$ cat src/rtl/dmem_port_arbiter.sv
// Data-memory port arbiter: CPU MEM stage vs. one auxiliary master.
// CPU has priority; a saturating starvation counter forces aux through.
module dmem_port_arbiter #(
   parameter int unsigned STARVE_LIMIT = 4
) (
   input  logic        clk,
   input  logic        rst,
   input  logic        cpu_req,
   input  logic        cpu_we,
   input  logic [31:0] cpu_addr,
   input  logic [31:0] cpu_wdata,
   input  logic [2:0]  cpu_op,
   output logic        cpu_stall,
   output logic [31:0] cpu_rdata,
   output logic        cpu_rvalid,
   input  logic        aux_req,
   input  logic        aux_we,
   input  logic [31:0] aux_addr,
   input  logic [31:0] aux_wdata,
   input  logic [2:0]  aux_op,
   output logic        aux_gnt,
   output logic [31:0] aux_rdata,
   output logic        aux_rvalid,
   output logic [31:0] mem_addr,
   output logic [31:0] mem_datain,
   output logic [2:0]  mem_op,
   output logic        mem_we,
   input  logic [31:0] mem_dataout
);

   localparam logic [3:0] LIMIT    = 4'(STARVE_LIMIT);
   localparam logic [1:0] OWN_NONE = 2'd0;
   localparam logic [1:0] OWN_CPU  = 2'd1;
   localparam logic [1:0] OWN_AUX  = 2'd2;

   logic [3:0] starve_q, starve_d;
   logic [1:0] own_q, own_d;
   logic       cpu_grant, aux_grant, force_aux;

   assign force_aux = (starve_q >= LIMIT);
   assign aux_grant = aux_req & (~cpu_req | force_aux);
   assign cpu_grant = cpu_req & ~aux_grant;

   assign cpu_stall = cpu_req & ~cpu_grant;
   assign aux_gnt   = aux_grant;

   always_comb begin
      mem_addr   = '0;
      mem_datain = '0;
      mem_op     = '0;
      mem_we     = 1'b0;
      if (cpu_grant) begin
         mem_addr   = cpu_addr;
         mem_datain = cpu_wdata;
         mem_op     = cpu_op;
         mem_we     = cpu_we;
      end else if (aux_grant) begin
         mem_addr   = aux_addr;
         mem_datain = aux_wdata;
         mem_op     = aux_op;
         mem_we     = aux_we;
      end
   end

   // Counter only grows while aux is actively waiting; any gap resets it.
   always_comb begin
      starve_d = '0;
      if (aux_req & ~aux_grant) begin
         starve_d = force_aux ? LIMIT : starve_q + 4'd1;
      end
   end

   always_comb begin
      own_d = OWN_NONE;
      if (cpu_grant & ~cpu_we) begin
         own_d = OWN_CPU;
      end else if (aux_grant & ~aux_we) begin
         own_d = OWN_AUX;
      end
   end

   always_ff @(posedge clk or negedge rst) begin
      if (!rst) begin
         starve_q <= '0;
         own_q    <= OWN_NONE;
      end else begin
         starve_q <= starve_d;
         own_q    <= own_d;
      end
   end

   assign cpu_rvalid = (own_q == OWN_CPU);
   assign aux_rvalid = (own_q == OWN_AUX);
   assign cpu_rdata  = mem_dataout;
   assign aux_rdata  = mem_dataout;

endmodule

$ cat config.mk
export PLATFORM = sky130hd
export DESIGN_NAME = dmem_port_arbiter
export DESIGN_NICKNAME = d
export VERILOG_FILES = /design/src/rtl/dmem_port_arbiter.sv
export SDC_FILE = /design/constraint.sdc
export NUM_CORES = 1
export LEC_CHECK = 0
export BUFFER_PORTS_ARGS = -buffer_cell sky130_fd_sc_hd__buf_4
export CORE_AREA = 2 2 121 123
export CTS_CLUSTER_DIAMETER = 50
export DETAILED_ROUTE_END_ITERATION = 10
export DIE_AREA = 0 0 123 125
export PLACE_DENSITY = 0.54
export SLEW_MARGIN = 20
export SYNTH_ARGS = -nofsm -noshare
export SYNTH_HDL_FRONTEND = slang
export SYNTH_SLANG_ARGS = --single-unit
$ cat constraint.sdc
create_clock -name clk -period 2.98 [get_ports clk]
set_input_delay 0.596 -clock clk [delete_from_list [all_inputs] [get_ports clk]]
set_output_delay 0.596 -clock clk [all_outputs]
set_load 0.005 [all_outputs]
Word level (Yosys, flattened, before mapping)
Index checks and enable logic that the tools add are counted.
{"block": "op_classes", "eq_ne": 2, "n_addsub": 1, "n_lt_le_gt_ge": 1, "bitwise_logic": 12, "n_mux": 12}
{"cell": "$mux W32", "n": 4}
{"cell": "$mux W4", "n": 2}
{"cell": "$and A1 B1 Y1", "n": 6}
{"cell": "$mux W3", "n": 2}
{"cell": "$not A1 Y1", "n": 5}
{"cell": "$add A4 B1 Y4 const B", "n": 1}
{"cell": "$ge A4 B3 Y1 const B", "n": 1}
{"cell": "$mux W2", "n": 2}
{"cell": "$eq A2 B1 Y1 const B", "n": 1}
{"cell": "$eq A2 B2 Y1 const B", "n": 1}
{"cell": "$mux W1", "n": 2}
{"cell": "$or A1 B1 Y1", "n": 1}
{"block": "word_totals", "input_bits": 172, "regBits": 6, "word_cells": 30, "output_inout_bits": 136}

Logic depth before layout (Yosys ltp)
Gate-level depths: netlist (run 1).
{"block": "logic_depth", "depth_word": 7, "ltp_mapped": 5}

Worst setup path after synthesis (run 1)
Ideal clock, no wire load.
{"block": "synth_timing", "path_type": "input to output", "from": "input port cpu_req", "to": "output port mem_addr[31]", "t_arrival_ps": 1360, "n_path_buf": 2, "path_slack_ps": 1024, "stages": 4, "cell_sequence": "buf_4 nor3b_4 buf_6 o22ai_1"}
{"block": "synth_via", "elab_chain_cells": 6, "word_cells_on_any_way": 7, "cone_classes": "2 x mux; 5 x bitwise"}
{"element": "start: declaration", "line": "8", "text": "input logic cpu_req,"}
{"element": "$not A1 Y1", "line": "41", "text": "assign aux_grant = aux_req & (~cpu_req | force_aux);"}
{"element": "$or A1 B1 Y1", "line": "41"}
{"element": "$and A1 B1 Y1", "line": "41"}
{"element": "$not A1 Y1", "line": "42", "text": "assign cpu_grant = cpu_req & ~aux_grant;"}
{"element": "$and A1 B1 Y1", "line": "42"}
{"element": "$mux W32 *", "line": "52", "text": "if (cpu_grant) begin"}
{"element": "end: declaration", "line": "24", "text": "output logic [31:0] mem_addr,"}
Mark *: on every way between the ends. The rest lies on a longest branch, timed or not.

Worst setup path in the final report (run 1)
{"block": "layout_timing", "from": "input port aux_req", "to": "output port mem_addr[28]"}
{"block": "layout_via", "elab_chain_cells": 4, "word_cells_on_any_way": 5, "cone_classes": "2 x mux; 3 x bitwise"}
{"element": "start: declaration", "line": "16", "text": "input logic aux_req,"}
{"element": "$and A1 B1 Y1 *", "line": "41"}
{"element": "$not A1 Y1", "line": "42"}
{"element": "$and A1 B1 Y1", "line": "42"}
{"element": "$mux W32 *", "line": "52"}
Marked as above.

==> impl_metrics.toml, run 1 <==
[global_route]
grtUsageTotal_pct = 9.81
grt.overflow.total = 0
grt_antenna_before_repair = 0
global_route_wire_length_before_repair_um = 12200
grt_max_degree = 73
grt_pass1_vias = 2452

[power_and_ir_drop]
irDropWorstVdd_mv = 0.170
ratio_of_total_power_to_cell_area_nw_per_um2 = 237
power_leakage_nw = 1.64
pwr-share-seq_pct = 11.6
total_internal_power_w = 0.000528
netSwitchingFraction_pct = 29.7
switching_power_w = 0.000223
power.clock.fraction_pct = 28.5
pwr-share-comb_pct = 59.9

[synth]
post_synthesis_sequential_element_count = 6
number_of_synthesized_flops_with_an_enable_pin = 0
synthArstFlopShare_pct = 100
synth-seq-area-share_pct = 8.01
syn-num-nets = 493
synthesized_instance_count = 320
post-synth-top-count-cell = "sky130_fd_sc_hd__nand2_1"
area_share_of_the_leading_cell_type_in_the_synthesized_netlist_pct = 27.4
synth_area_per_cell_um2 = 5.86
synth_cell_type_count = 16
yosys.area.top_type = "sky130_fd_sc_hd__nand2_1"
yosys-top-cells-count = "137 x sky130_fd_sc_hd__nand2_1, 68 x sky130_fd_sc_hd__o22ai_1, 65 x sky130_fd_sc_hd__buf_4"
synth.top_cells.by_area = "sky130_fd_sc_hd__nand2_1 27%, sky130_fd_sc_hd__buf_4 26%, sky130_fd_sc_hd__o22ai_1 23%, sky130_fd_sc_hd__dfrtp_1 8.0%, sky130_fd_sc_hd__buf_6 5.4%"
yosys_most_used_dff = "sky130_fd_sc_hd__dfrtp_1"
post_synth_instance_area_um2 = 1880
count_of_yosys_warnings_during_synthesis = 0

[worst_setup_path]
critical_path_required_ps = 2380
worst_setup_path_start_kind = "input port"
cp-end-kind = "output port"
r2r_setup_slack_ps = 1760
timing.critical_path.max_delay_family = "buffers and inverters"
worst-endpoint-arrival_ps = 1720
worst_path_max_delay_cell = "sky130_fd_sc_hd__buf_4"
timing.setup.critical_path_class = "in2out"
cp_cell_sequence = "buf_4 -> o21a_2 -> buf_4 -> o22ai_1 -> buf_4"
critPathMostFrequentCell = "sky130_fd_sc_hd__buf_4"
crit_buf_inv = 3
crit_fanout = 30
critPathMaxStageDelay_ps = 310

[cells_and_area]
syn2layout_area_growth_pct = 68.8
num_antenna_cells = 0
final.fill_count = 1663
design.final.nets = 621
drive_above_1_share_pct = 50.0

[sta]
final_min_period_over_clock_period_pct = 77.6
maximum_operating_frequency_mhz = 433
post-route-min-period_ps = 2310
clock-skew-final_ps = 2.49
report.final.slew_viol_count = 0
final.setup.tns_ps = 0
timing.final.hold_violations = 0
rsz0062_at_grt = "false"
finalWorstSetupSlack_ps = 669
setup_violations = 0

[clocking]
cts.htree.levels = 1
cts_root_buf = "sky130_fd_sc_hd__clkbuf_16"
postCtsSetupRepairBufs = 0
tritoncts = "yes"
cts_buffers = 3
cts.sinks = 6
clk_transition_reported_paths_ps = 30
clock_insertion_delay_worst_skew_ps = 230
cts_buffer_depth = 2
post_cts_resize_count = 0
cts_hold_buffers = 0

[floorplan]
design.core.area_um2 = 14200
initial_standard_cell_utilization_of_the_core_pct = 13.2
dieHeight_um = 125
std_cell_rows = 44
fp.dieArea_um2 = 15400
io_pins = 308
chipWidth_um = 123

[detailed_routing]
routed_wire_length_per_instance_um = 13.3
wirelength_um = 8350
vias = 2567
drtAntennaViolNets = 0
post-route-drc-count = 0
dr.pass1.iters = 6
dr.first_iter.drc_count = 84
routed_via_density = 4.07

[outcome]
outcome = "finished, final reports clean"

[place]
place.detailed.hpwl_um = 6220
worst_slack_at_placement_ps = 636
numPortBuffers = 211
final_replace_weighted_congestion = 0.733

[worst_hold_path]
hold_path.class = "in2async"

[run]
max_cap_violations = 0
==> state kept, by name (all words and copies together) (netlist names) <==
signal	flops
own_q	2
starve_q	4
==> layer usage <==
metal  vias up  wire length (µm)  part of all wire [%]  track usage, %
met5         -                 0                     0               0
met4         0               231                   2.8            3.01
li1       1264                 -                     -               -
met3        27              1010                    12            3.92
met2       167              4120                    49            17.7
met1      1109              2990                    36            10.3
==> per-stage QoR <==
step / hold slack (ps) / total power [W] / std cells / util [%] / area [µm²]
after floorplan: 300 / 0.000327 / 320 / - / 1880
after global placement: 407 / 0.000544 / 627 / 21.8 / 3090
after detailed placement: 407 / 0.000543 / 627 / 21.8 / 3090
after CTS: 170 / 0.000762 / 630 / 22.3 / 3170
after global routing: 173 / 0.000806 / 630 / 22.3 / 3170
final: 171 / 0.000751 / 630 / 22.3 / 3170
==> layout make-up <==
| cell class | instances | area, µm² | share of cell area (%) |
|---|---|---|---|
| Clock buffer | 3 | 75.1 | 2.37 |
| Timing Repair Buffer | 218 | 1660 | 52.5 |
| Multi-Input combinational cell | 219 | 1050 | 33.1 |
| Sequential cell | 6 | 150 | 4.74 |
| Tap cell | 184 | 230 | 7.27 |
==> cells by family (layout without fill, tap and decap cells) <==
logic type                 count (synthesis)  count (layout)  synth area share (%)
and+or+nand+nor                          148             148                  31.9
buffers and inverters                     95             221                  36.2
AOI/OAI and AO/OA                         69              69                  23.1
DFF                                        6               6                  8.01
adders and majority gates                  1               1                 0.667
other                                      1               1                 0.200
==> placed cells by master, fill, tap and decap left out, types with 2 or more instances in the layout <==
cell                        count
sky130_fd_sc_hd__and4_1         2
sky130_fd_sc_hd__buf_12         2
sky130_fd_sc_hd__buf_4        216
sky130_fd_sc_hd__clkbuf_16      3
sky130_fd_sc_hd__dfrtp_1        6
sky130_fd_sc_hd__nand2_1      137
sky130_fd_sc_hd__nor2_1         2
sky130_fd_sc_hd__nor2b_1        3
sky130_fd_sc_hd__nor3b_1        2
sky130_fd_sc_hd__o22ai_1       68
==> power groups by stage <==
stage / Sequential, W / Clock [W] / Combinational, W
final: 0.0000868 / 0.000214 / 0.000450
after global routing: 0.0000872 / 0.000224 / 0.000495
after CTS: 0.0000869 / 0.000218 / 0.000456
after detailed placement: 0.0000879 / 0 / 0.000455
after global placement: 0.0000878 / 0 / 0.000456
after floorplan: 0.0000874 / 0 / 0.000240
==> final timing paths <==
check | from | to | cells after the start
setup / recovery | aux_req | mem_addr[28] | 5
hold / removal | rst | own_q[0] | 1
setup reg to reg | starve_q[2] | own_q[1] | 3
hold reg to reg | starve_q[0] | starve_q[0] | 1
max in group asynchronous | rst | starve_q[3] | 1
min in group clk | starve_q[0] | starve_q[0] | 1
==> worst register-to-register path, cell delays in order (launching register included) <==
cell	delay (ps)
sky130_fd_sc_hd__dfrtp_1	430
sky130_fd_sc_hd__nor3b_4	250
sky130_fd_sc_hd__buf_12	320
sky130_fd_sc_hd__nor3b_1	100
Power figures use the tool's default switching activity.
==> run 2, diff against run 1 <==
--- a/config.mk
+++ b/config.mk
@@ -6,11 +6,11 @@
 export NUM_CORES = 1
 export LEC_CHECK = 0
 export BUFFER_PORTS_ARGS = -buffer_cell sky130_fd_sc_hd__buf_4
-export CORE_AREA = 2 2 121 123
+export CORE_AREA = 2 2 118 120
 export CTS_CLUSTER_DIAMETER = 50
 export DETAILED_ROUTE_END_ITERATION = 10
-export DIE_AREA = 0 0 123 125
-export PLACE_DENSITY = 0.54
+export DIE_AREA = 0 0 120 122
+export PLACE_DENSITY = 0.55
 export SLEW_MARGIN = 20
 export SYNTH_ARGS = -nofsm -noshare
 export SYNTH_HDL_FRONTEND = slang
==> constraint.sdc (replaced) <==
create_clock -name clk -period 2.14 [get_ports clk]
set_input_delay 0.428 -clock clk [delete_from_list [all_inputs] [get_ports clk]]
set_output_delay 0.428 -clock clk [all_outputs]
set_load 0.005 [all_outputs]
==> impl_metrics.toml, run 2 (synthesized netlist as in run 1, its figures left out) <==
[clocking]
post_cts_resize_count = 0
tritoncts = "yes"
clk_transition_reported_paths_ps = 30
cts.htree.levels = 1
cts.sinks = 6
cts_buffers = 3
postCtsSetupRepairBufs = 0
cts_hold_buffers = 0
cts_root_buf = "sky130_fd_sc_hd__clkbuf_16"
cts_buffer_depth = 2
clock_insertion_delay_worst_skew_ps = 230

[floorplan]
initial_standard_cell_utilization_of_the_core_pct = 13.9
dieHeight_um = 122
std_cell_rows = 43
io_pins = 308
chipWidth_um = 120
fp.dieArea_um2 = 14600
design.core.area_um2 = 13500

[global_route]
grt_max_degree = 46
global_route_wire_length_before_repair_um = 11900
grt.overflow.total = 0
grt_antenna_before_repair = 0
grt_pass1_vias = 2465
grtUsageTotal_pct = 9.97

[sta]
post-route-min-period_ps = 2070
timing.final.hold_violations = 0
clock-skew-final_ps = 0.501
setup_violations = 0
maximum_operating_frequency_mhz = 483
finalWorstSetupSlack_ps = 71.5
report.final.slew_viol_count = 0
rsz0062_at_grt = "false"
final_min_period_over_clock_period_pct = 96.7
final.setup.tns_ps = 0

[worst_hold_path]
hold_path.class = "in2async"

[cells_and_area]
syn2layout_area_growth_pct = 68.6
largest_register_ff_count = 4
final_common_cell = "sky130_fd_sc_hd__buf_4"
final.fill_count = 1517
largest_register = "starve_q"
multiInputGateArea_um2 = 1050
drive_above_1_share_pct = 50.2
largest_registers = "starve_q (4), own_q (2)"
post_layout_nonfiller_instances = 628
layout.cells.most_common_list = "219 x sky130_fd_sc_hd__buf_4, 137 x sky130_fd_sc_hd__nand2_1, 68 x sky130_fd_sc_hd__o22ai_1"
design.final.nets = 623
num_antenna_cells = 0
seqCellArea_um2 = 150

[worst_setup_path]
r2r_cells = 3
cp-end-kind = "output port"
worst_path_max_delay_cell = "sky130_fd_sc_hd__dfrtp_1"
worst-endpoint-arrival_ps = 1640
critPathMostFrequentCell = "sky130_fd_sc_hd__buf_4"
crit_buf_inv = 2
timing.critical_path.max_delay_family = "buffers and inverters"
worst_setup_path_start_kind = "register"
timing.setup.critical_path_class = "reg2out"
critPathMaxStageDelay_ps = 420
cp_cell_sequence = "nor3b_4 -> buf_4 -> o22ai_1 -> buf_4"
critical_path_required_ps = 1710
r2r_start = "starve_q[2]"
critical_path.reg2reg.endpoint = "own_q[1]"
r2r_setup_slack_ps = 880
crit_fanout = 36

[power_and_ir_drop]
ratio_of_total_power_to_cell_area_nw_per_um2 = 332
irDropWorstVdd_mv = 0.160
power_leakage_nw = 1.64
design_power_total_w = 0.00105

[detailed_routing]
dr.pass1.iters = 4
routed_wire_length_per_instance_um = 12.9
post-route-drc-count = 0
vias = 2585
drtAntennaViolNets = 0
routed_via_density = 4.12
wirelength_um = 8120
dr.first_iter.drc_count = 69

[place]
worst_slack_at_placement_ps = 253
numPortBuffers = 211
place.detailed.hpwl_um = 6530
numPlacedInstances = 625
final_replace_weighted_congestion = 0.666

[outcome]
outcome = "finished, final reports clean"

[run]
max_cap_violations = 0
==> run 2: report_power, final <==
group	switching [W]	total (W)	internal (W)
logic	0.000251	0.000629	0.000378
clock network	0.0000614	0.000301	0.000240
registers	0.00000284	0.000121	0.000118
==> run 2: worst reg2reg max path, stage by stage, from the launching register on <==
cell and delay, ps:
sky130_fd_sc_hd__dfrtp_1 420, sky130_fd_sc_hd__nor3b_4 220, sky130_fd_sc_hd__buf_4 380, sky130_fd_sc_hd__nor3b_1 110
==> run 2: per-layer routing <==
layer	vias to the layer above	global-route usage (%)	wire length [µm]
met4	0	4.49	331
met1	1148	9.95	2820
met5	-	0	0
met3	37	2.90	807
met2	132	19.0	4160
li1	1268	-	-
==> run 2: how the worst max path moves through the flow <==
stage / startpoint / to / slack, ps / cells after the start
3_5_place_dp: cpu_req / mem_datain[16] / 250 / 5
2_1_floorplan: cpu_req / mem_addr[31] / 520 / 4
5_1_grt: starve_q[2] / mem_datain[16] / 0.2 / 4
6_report: starve_q[2] / mem_datain[16] / 70 / 4
3_3_place_gp: cpu_req / mem_datain[16] / 260 / 5
4_1_cts: starve_q[2] / mem_datain[16] / 80 / 4
==> run 2: layout make-up <==
| cell class | instances | area share, % |
|---|---|---|
| repair buffers | 220 | 52.6 |
| multi-input cells | 219 | 33.1 |
| clock buffers | 3 | 2.37 |
| well taps | 180 | 7.12 |
| flip-flops and latches | 6 | 4.75 |
==> run 2: per-stage QoR <==
| stage | area, µm² | hold WS [ps] | utilization, % |
|---|---|---|---|
| after global placement | 3090 | 243 | 22.9 |
| after detailed placement | 3090 | 247 | 22.9 |
| after CTS | 3160 | 7.44 | 23.4 |
| after global routing | 3160 | 8.91 | 23.4 |
| after floorplan | 1880 | 132 | - |
| final | 3160 | 6.18 | 23.4 |
==> run 3, diff against run 2 <==
==> constraint.sdc (replaced) <==
create_clock -name clk -period 2.2 [get_ports clk]
set_input_delay 0.44 -clock clk [delete_from_list [all_inputs] [get_ports clk]]
set_output_delay 0.44 -clock clk [all_outputs]
set_load 0.005 [all_outputs]
==> impl_metrics.toml, run 3 (synthesized netlist as in run 1, its figures left out) <==
[cells_and_area]
multiInputGateArea_um2 = 1050
post_layout_nonfiller_instances = 628
num_antenna_cells = 0
final.fill_count = 1536
largest_register = "starve_q"
syn2layout_area_growth_pct = 68.0
final_common_cell = "sky130_fd_sc_hd__buf_4"
seqCellArea_um2 = 150
drive_above_1_share_pct = 50.2
final_core_util_pct = 23.3
layout.cells.most_common_list = "220 x sky130_fd_sc_hd__buf_4, 137 x sky130_fd_sc_hd__nand2_1, 68 x sky130_fd_sc_hd__o22ai_1"
design.final.nets = 623
largest_register_ff_count = 4
largest_registers = "starve_q (4), own_q (2)"

[sta]
maximum_operating_frequency_mhz = 484
setup_violations = 0
post-route-min-period_ps = 2070
final.setup.tns_ps = 0
report.final.slew_viol_count = 0
rsz0062_at_grt = "false"
timing.final.hold_violations = 0
clock-skew-final_ps = 0.724
worst_slack_on_hold_paths_ps = 12.4
final_min_period_over_clock_period_pct = 94.0

[global_route]
grt_pass1_vias = 2370
grt_antenna_before_repair = 0
grt_max_degree = 37
grt.overflow.total = 0
global_route_wire_length_before_repair_um = 11900
grtUsageTotal_pct = 10.2

[floorplan]
fp.dieArea_um2 = 14600
io_pins = 308
dieHeight_um = 122
chipWidth_um = 120
design.core.area_um2 = 13500
initial_standard_cell_utilization_of_the_core_pct = 13.9
std_cell_rows = 43

[place]
final_replace_weighted_congestion = 0.697
place.detailed.hpwl_um = 6620
numPortBuffers = 211
numPlacedInstances = 625

[worst_setup_path]
timing.setup.critical_path_class = "reg2out"
crit_fanout = 36
worst-endpoint-arrival_ps = 1630
critical_path_required_ps = 1760
worst_setup_path_start_kind = "register"
cp-end-kind = "output port"

[clocking]
clock_insertion_delay_worst_skew_ps = 230
cts_buffer_depth = 2
postCtsSetupRepairBufs = 0
cts.sinks = 6
cts.htree.levels = 1
cts_hold_buffers = 0
cts_root_buf = "sky130_fd_sc_hd__clkbuf_16"
tritoncts = "yes"
cts_buffers = 3
post_cts_resize_count = 0
clk_transition_reported_paths_ps = 30

[detailed_routing]
dr.pass1.iters = 4
wirelength_um = 8160
post-route-drc-count = 0
routed_via_density = 4.18
drtAntennaViolNets = 0
routed_wire_length_per_instance_um = 13.0
vias = 2628
dr.first_iter.drc_count = 88

[outcome]
outcome = "finished, final reports clean"

[power_and_ir_drop]
irDropWorstVdd_mv = 0.161
power_leakage_nw = 1.64
ratio_of_total_power_to_cell_area_nw_per_um2 = 323

[run]
max_cap_violations = 0

[worst_hold_path]
hold_path.class = "in2async"
[run 3: per-layer routing]
metal	routed length, µm	global-route usage [%]	vias up
met5	0	0	-
met4	344	4.85	0
met3	858	2.95	37
met2	4220	18.9	157
met1	2740	10.5	1167
li1	-	-	1267
[run 3: area by class of cell]
class | count | share of cell area [%]
multi-input combinational | 219 | 33.3
timing repair buffer | 220 | 52.4
sequential | 6 | 4.77
clock buffer | 3 | 2.38
tap | 180 | 7.15
[run 3: per-stage QoR]
| stage | total power [W] | setup WS, ps | cell area [µm²] |
|---|---|---|---|
| finish | 0.00102 | 132 | 3150 |
| global route | 0.00109 | 53.7 | 3150 |
| CTS | 0.00103 | 123 | 3150 |
| detailed placement | 0.000731 | 170 | 3080 |
| global placement | 0.000723 | 200 | 3080 |
| floorplan | 0.000443 | 556 | 1880 |
[run 3: worst paths after layout]
| path | startpoint | to | slack (ps) | cells after the start |
|---|---|---|---|---|
| worst min-delay path | rst | starve_q[2] | 10 | 1 |
| max in group asynchronous | rst | own_q[0] | 2070 | 1 |
| worst max-delay path | starve_q[2] | mem_datain[19] | 130 | 4 |
| worst max register to register | starve_q[2] | own_q[1] | 950 | 3 |
| worst min register to register | starve_q[0] | starve_q[0] | 440 | 1 |
| min in group clk | cpu_we | own_q[0] | 380 | 2 |
[run 3: where the power goes]
| part | switching [W] | leakage, nW | internal (W) |
|---|---|---|---|
| Clock | 0.0000611 | 0.0370 | 0.000233 |
| Sequential | 0.00000269 | 0.0794 | 0.000115 |
| Combinational | 0.000242 | 1.52 | 0.000365 |
[run 3: critical path, cell delays in order, from the launching register on]
cell and delay (ps):
sky130_fd_sc_hd__dfrtp_1 420, sky130_fd_sc_hd__nor3b_4 220, sky130_fd_sc_hd__buf_4 370, sky130_fd_sc_hd__o22ai_1 190, sky130_fd_sc_hd__buf_4 180
